File: src/rtl/dmem_arbiter.sv
// Two-port data-memory arbiter: one access per enabled cycle, round-robin or
// port-0 priority with a starvation guard for port 1.
// Grant and memory mux are combinational; read data returns one enabled cycle later.
// Backpressure: a requester holds req until it sees gnt; no gnt while clk_en=0 or rst=1.
//
// Ports:
//   clk, rst, clk_en           clock, synchronous active-high reset, shared clock enable
//   m0_* / m1_*                requester ports (req/we/addr/wdata in, gnt/rvalid/rdata out)
//   mem_raddr/waddr/wdata/we   memory-side controls driven by the winner
//   mem_rdata                  memory read data, valid one enabled cycle after raddr
module dmem_arbiter #(
  parameter int ADDR_WIDTH = 15,
  parameter int FIXED_PRIO = 0,
  parameter int MAX_WAIT   = 8
) (
  input  logic                  clk,
  input  logic                  rst,
  input  logic                  clk_en,

  input  logic                  m0_req,
  input  logic                  m0_we,
  input  logic [ADDR_WIDTH-1:0] m0_addr,
  input  logic [15:0]           m0_wdata,
  output logic                  m0_gnt,
  output logic                  m0_rvalid,
  output logic [15:0]           m0_rdata,

  input  logic                  m1_req,
  input  logic                  m1_we,
  input  logic [ADDR_WIDTH-1:0] m1_addr,
  input  logic [15:0]           m1_wdata,
  output logic                  m1_gnt,
  output logic                  m1_rvalid,
  output logic [15:0]           m1_rdata,

  output logic [ADDR_WIDTH-1:0] mem_raddr,
  output logic [ADDR_WIDTH-1:0] mem_waddr,
  output logic [15:0]           mem_wdata,
  output logic                  mem_we,
  input  logic [15:0]           mem_rdata
);

  localparam logic [7:0] MAX_WAIT_C = 8'(MAX_WAIT);

  logic       last_grant;   // id of the port granted most recently
  logic [7:0] wait_cnt;     // enabled cycles port 1 has been refused in a row
  logic       rd_pend;      // a read was granted on the previous enabled edge
  logic       rd_tag;       // which port owns that read

  logic       active;
  logic       tie_to_1;
  logic       rd_gnt;

  // Tie-break: round-robin favours whoever did not win last time; fixed mode
  // favours port 0 until port 1 has waited MAX_WAIT enabled cycles.
  always_comb begin
    active   = clk_en & ~rst;
    tie_to_1 = (FIXED_PRIO != 0) ? (wait_cnt >= MAX_WAIT_C) : ~last_grant;
    m1_gnt   = active & m1_req & (~m0_req | tie_to_1);
    m0_gnt   = active & m0_req & ~(m1_req & tie_to_1);
    rd_gnt   = (m0_gnt & ~m0_we) | (m1_gnt & ~m1_we);
  end

  // Memory mux follows the grant, so an idle or disabled cycle drives zeros.
  always_comb begin
    mem_raddr = '0;
    mem_waddr = '0;
    mem_wdata = '0;
    mem_we    = 1'b0;
    if (m0_gnt) begin
      mem_raddr = m0_addr;
      mem_waddr = m0_addr;
      mem_wdata = m0_wdata;
      mem_we    = m0_we;
    end else if (m1_gnt) begin
      mem_raddr = m1_addr;
      mem_waddr = m1_addr;
      mem_wdata = m1_wdata;
      mem_we    = m1_we;
    end
  end

  always_ff @(posedge clk) begin
    if (rst) begin
      last_grant <= 1'b1;   // makes port 0 win the first tie
      wait_cnt   <= 8'd0;
      rd_pend    <= 1'b0;
      rd_tag     <= 1'b0;
    end else if (clk_en) begin
      if (m0_gnt | m1_gnt)
        last_grant <= m1_gnt;

      if (!m1_req || m1_gnt)
        wait_cnt <= 8'd0;
      else if (wait_cnt != 8'hFF)
        wait_cnt <= wait_cnt + 8'd1;

      rd_pend <= rd_gnt;
      if (rd_gnt)
        rd_tag <= m1_gnt;
    end
  end

  // rvalid is masked during reset so a read granted just before rst never
  // reports data.
  assign m0_rvalid = rd_pend & ~rd_tag & ~rst;
  assign m1_rvalid = rd_pend &  rd_tag & ~rst;

  // Data is shared; only rvalid tells a port the word is its own.
  assign m0_rdata = mem_rdata;
  assign m1_rdata = mem_rdata;

endmodule

File: config.mk
export PLATFORM = sky130hd
export DESIGN_NAME = dmem_arbiter
export DESIGN_NICKNAME = d
export VERILOG_FILES = /design/src/rtl/dmem_arbiter.sv
export SDC_FILE = /design/constraint.sdc
export NUM_CORES = 1
export LEC_CHECK = 0
export ABC_CLOCK_PERIOD_IN_PS = 1800
export BUFFER_PORTS_ARGS = -buffer_cell sky130_fd_sc_hd__buf_4
export CORE_AREA = 3 3 64 66
export CTS_CLUSTER_DIAMETER = 30
export DETAILED_ROUTE_END_ITERATION = 10
export DIE_AREA = 0 0 67 69
export PLACE_DENSITY_LB_ADDON = 0.25
export SLEW_MARGIN = 20
export SYNTH_ARGS = -nofsm -noshare
export SYNTH_HDL_FRONTEND = slang
export SYNTH_SLANG_ARGS = --single-unit
export TNS_END_PERCENT = 5
File: constraint.sdc
create_clock -name clk -period 1.8 [get_ports clk]
set_input_delay 0.27 -clock clk [delete_from_list [all_inputs] [get_ports clk]]
set_output_delay 0.27 -clock clk [all_outputs]
set_load 0.05 [all_outputs]
* Word level (Yosys, flattened, before mapping)
Cells that the tools add are included.
** Operators by class
- Reduce and logical (&&, ||, !) cells :: 2
- Bitwise operators :: 22
- Multiplexer cells :: 6
** Operators by type and width (count)
- two-way mux 16 bit :: 2
- two-way mux 15 bit :: 2
- AND 1 bit :: 12
- inverter 1 bit :: 7
- AND reduction 2 bit :: 2
- OR 1 bit :: 3
- two-way mux 1 bit :: 2
** Storage, ports and cells
- Bits in registers :: 3
- Bits of input ports :: 85
- Output and inout port bits :: 83

* Depth between registers and ports, before layout
- Depth after elaboration :: 7
- Depth in mapped cells :: 6
- Gate-level depth less buffers :: 3

* Worst setup path before layout
No wires, ideal clock.
- Path type :: input port to output port
- From :: input port clk_en
- To :: output port mem_waddr[10]
- Slack :: -159 ps
- Data required time :: 1530 ps
- Arrival time :: 1689 ps
- Buffers on the path :: 3
- Stages :: 6
- Path through :: nor2b_2 -> and3_4 -> buf_6 -> buf_6 -> a22o_1 -> buf_4
** Between the ends
- Word-level cells in the longest chain between the ends :: 5
** Ends and longest elaborated chain
- start, declared :: line 18 : input logic clk_en,
- AND 1 bit :: line 57 : active = clk_en & ~rst;
- AND 1 bit (2 in series) :: line 59 : m1_gnt = active & m1_req & (~m0_req | tie_to_1);
- net m1_gnt :: line 32 : output logic m1_gnt,
- two-way mux 15 bit (2 in series)
- end, declared :: line 37 : output logic [ADDR_WIDTH-1:0] mem_waddr,
The timed path passes the listed nets, and every way through them passes these cells.

* Final worst setup path
- From :: register last_grant
- To :: output port mem_waddr[1]
** Between the ends
- Word-level cells in the longest chain between the ends :: 5
** Ends and longest elaborated chain
- start, declared :: line 45 : logic last_grant;
- start signal, assigned :: line 91 : last_grant <= m1_gnt;
- inverter 1 bit * :: line 58 : tie_to_1 = (FIXED_PRIO != 0) ? (wait_cnt >= MAX_WAIT_C) : ~last_grant;
- OR 1 bit / AND 1 bit (equally long branches) :: line 59, 60
- AND 1 bit / inverter 1 bit (equally long branches) :: line 59, 60
- two-way mux 15 bit / AND 1 bit (equally long branches) :: line 75, 60
- two-way mux 15 bit * :: line 70 : if (m0_gnt) begin
Every way passes the cells marked *; elsewhere a longest branch is shown, timed or not.

==> metrics <==
worst hold path startpoint rst; cell area after layout 1480 um2; leakage between 0.8 and 0.9 nW; antenna viol nets, final 0; WS Path Type register to output pin; PostCTS Resize Cnt 0; RR Startpoint last_grant$_SDFFE_PP1P_; Post-Place Cells between 200 and 250; TritonCTS clock tree done; Tot GR Track Use 12.8%; H-tree depth 1; Crit. End Element output pin; maximum number of pins on one net before global-route repair 36; clock slew at reported path FFs 0.03 ns; Area Overhead vs Synth 68.8%; layout cells sized above 1 between 70 and 80%; sequential share of the synthesized area 6.84%; total wire length 3.55 mm; CTS Hold Buffers Added 0; crit path launch last_grant$_SDFFE_PP1P_; GRT overflow 0; Port Buffers between 100 and 150; Placed Area roughly 1400 um2; Final period util 95.6%; Die Wd roughly 67 um; Initial DRC Count 21; Crit Path Max Fanout 35; DP HPWL ~2.8 mm; Setup Buffers After CTS 0; Mapped Avg Cell Area 8.37 um2; relative slew slack 82.9%; fillers 403; Hold/Removal Path Class input port to register; pwr dens about 480 nW/um2; vias in the first global route 897; Ant. Diodes 0; Remaining DRCs 0; most frequent cells in the layout 119 x buf_4, 31 x a22o_1, 3 x clkbuf_8, 3 x dfxtp_1; Worst-Margin Slew 0.255 ns; IO Pins 168; Cells after Synth 105; max-cap violations 0; worst skew pair latency between 0.2 and 0.25 ns; Peak Freq 0.581 GHz; Worst Path Required roughly 1.5 ns; Pins Over Slew Limit 0; clk_skew 0.000710 ns; Mapped Nets 190; Finished Core Util around two fifths; post-DR wirelength/cell around 16 um; minimum clock period 1.72 ns; Final Hold Violating Endpoints 0; total CTS buffers 3; placer congestion estimate 0.753; Root Driver clkbuf_8; first-pass GRT wire length 4.72 mm; Rows 22; Core Box Area 3630 um2; startpoint types register; Die Area 4620 um2; CTS max path bufs 2; Synth Cell Area ~900 um2; Final Non-Filler Cells between 200 and 250; register area 60.1 um2; Ys Warns 0; commonest non-fill, non-tap cell in the layout buf_4; via count 1003; Hold Slack 0.300 ns; endpoints failing setup 0; Worst R2R Setup Slack 0.56 ns; Netlist cell types 16; # nets final 261; die span in y 69 um; Initial Util about 24%; clock sink count 3; drt pass-1 iters 4; Vias/cell around 4.5; RSZ-0062 raised after global routing yes; Synth Register Bits 3; initial antenna violation count 0; area of the multi-input gates 397 um2; run status finished, final reports clean; critical path data arrival time between 1 and 1.5 ns; Max VDD drop 0.000471 V
Yosys cell counts:
cell / count / area, um2
a211o_1: 1 / 8.76
dfxtp_1: 3 / 60.1
a41oi_1: 1 / 8.76
nor3b_1: 2 / 15.0
a211oi_1: 1 / 7.51
nand2_1: 2 / 7.51
buf_4: 50 / 375
nand2b_1: 1 / 6.26
and3b_1: 1 / 8.76
a22o_1: 32 / 280
inv_1: 2 / 7.51
and3_4: 1 / 11.3
a221o_1: 1 / 10.0
buf_6: 5 / 56.3
nor2b_2: 1 / 8.76
and3_1: 1 / 6.26
metrics by stage:
stage | worst slack [ns] | power [mW] | TNS [ns]
4_1_cts | 0.0194 | 0.714 | 0
2_1_floorplan | -0.159 | 0.531 | -1.68
6_report | 0.0789 | 0.710 | 0
3_3_place_gp | 0.0972 | 0.513 | 0
5_1_grt | -0.00770 | 0.743 | -0.0170
3_5_place_dp | 0.0286 | 0.517 | 0
layer usage:
metal / up-vias / GRT usage, % / share of wire (%)
met3: 0 / 3.58 / 12
met2: 58 / 23.0 / 52
li1: 482 / - / -
met4: 0 / 2.48 / 0
met5: - / 0 / 0
met1: 463 / 14.6 / 35
where the power goes:
part / total, mW / internal (mW) / switching (mW)
clock: 0.191 / 0.151 / 0.0405
combinational: 0.447 / 0.189 / 0.258
sequential: 0.0720 / 0.0702 / 0.00179
state kept, by name (all words and copies together), names as in the netlist:
register and cells:
last_grant 1, rd_pend 1, rd_tag 1
worst paths after layout:
check                             to  cells past startpoint
min              rd_tag$_SDFFE_PP0P_                      2
max reg2reg     rd_pend$_SDFFE_PP0P_                      4
max                     mem_waddr[1]                      5
min reg2reg  last_grant$_SDFFE_PP1P_                      1
final cells by class:
cell class | count | share of cell area [%]
clock buffers | 4 | 3.04
inverters | 2 | 0.506
multi-input cells | 46 | 26.8
flip-flops and latches | 3 | 4.05
well taps | 48 | 4.05
repair buffers | 120 | 61.6
worst max-delay path, cell delays in order, from the launching register on:
cell and delay (ns):
dfxtp_1 0.33, nand2b_1 0.10, and3_1 0.20, buf_12 0.20, a22o_1 0.19, buf_4 0.21
logic make-up after synthesis:
family                 share of synthesized area [%]
flip-flops                                      6.84
AND/OR/NAND/NOR                                 7.27
AO/OA/AOI/OAI                                   35.9
buffers and inverters                           50.0
No activity file was read; power rests on OpenSTA's default activity.
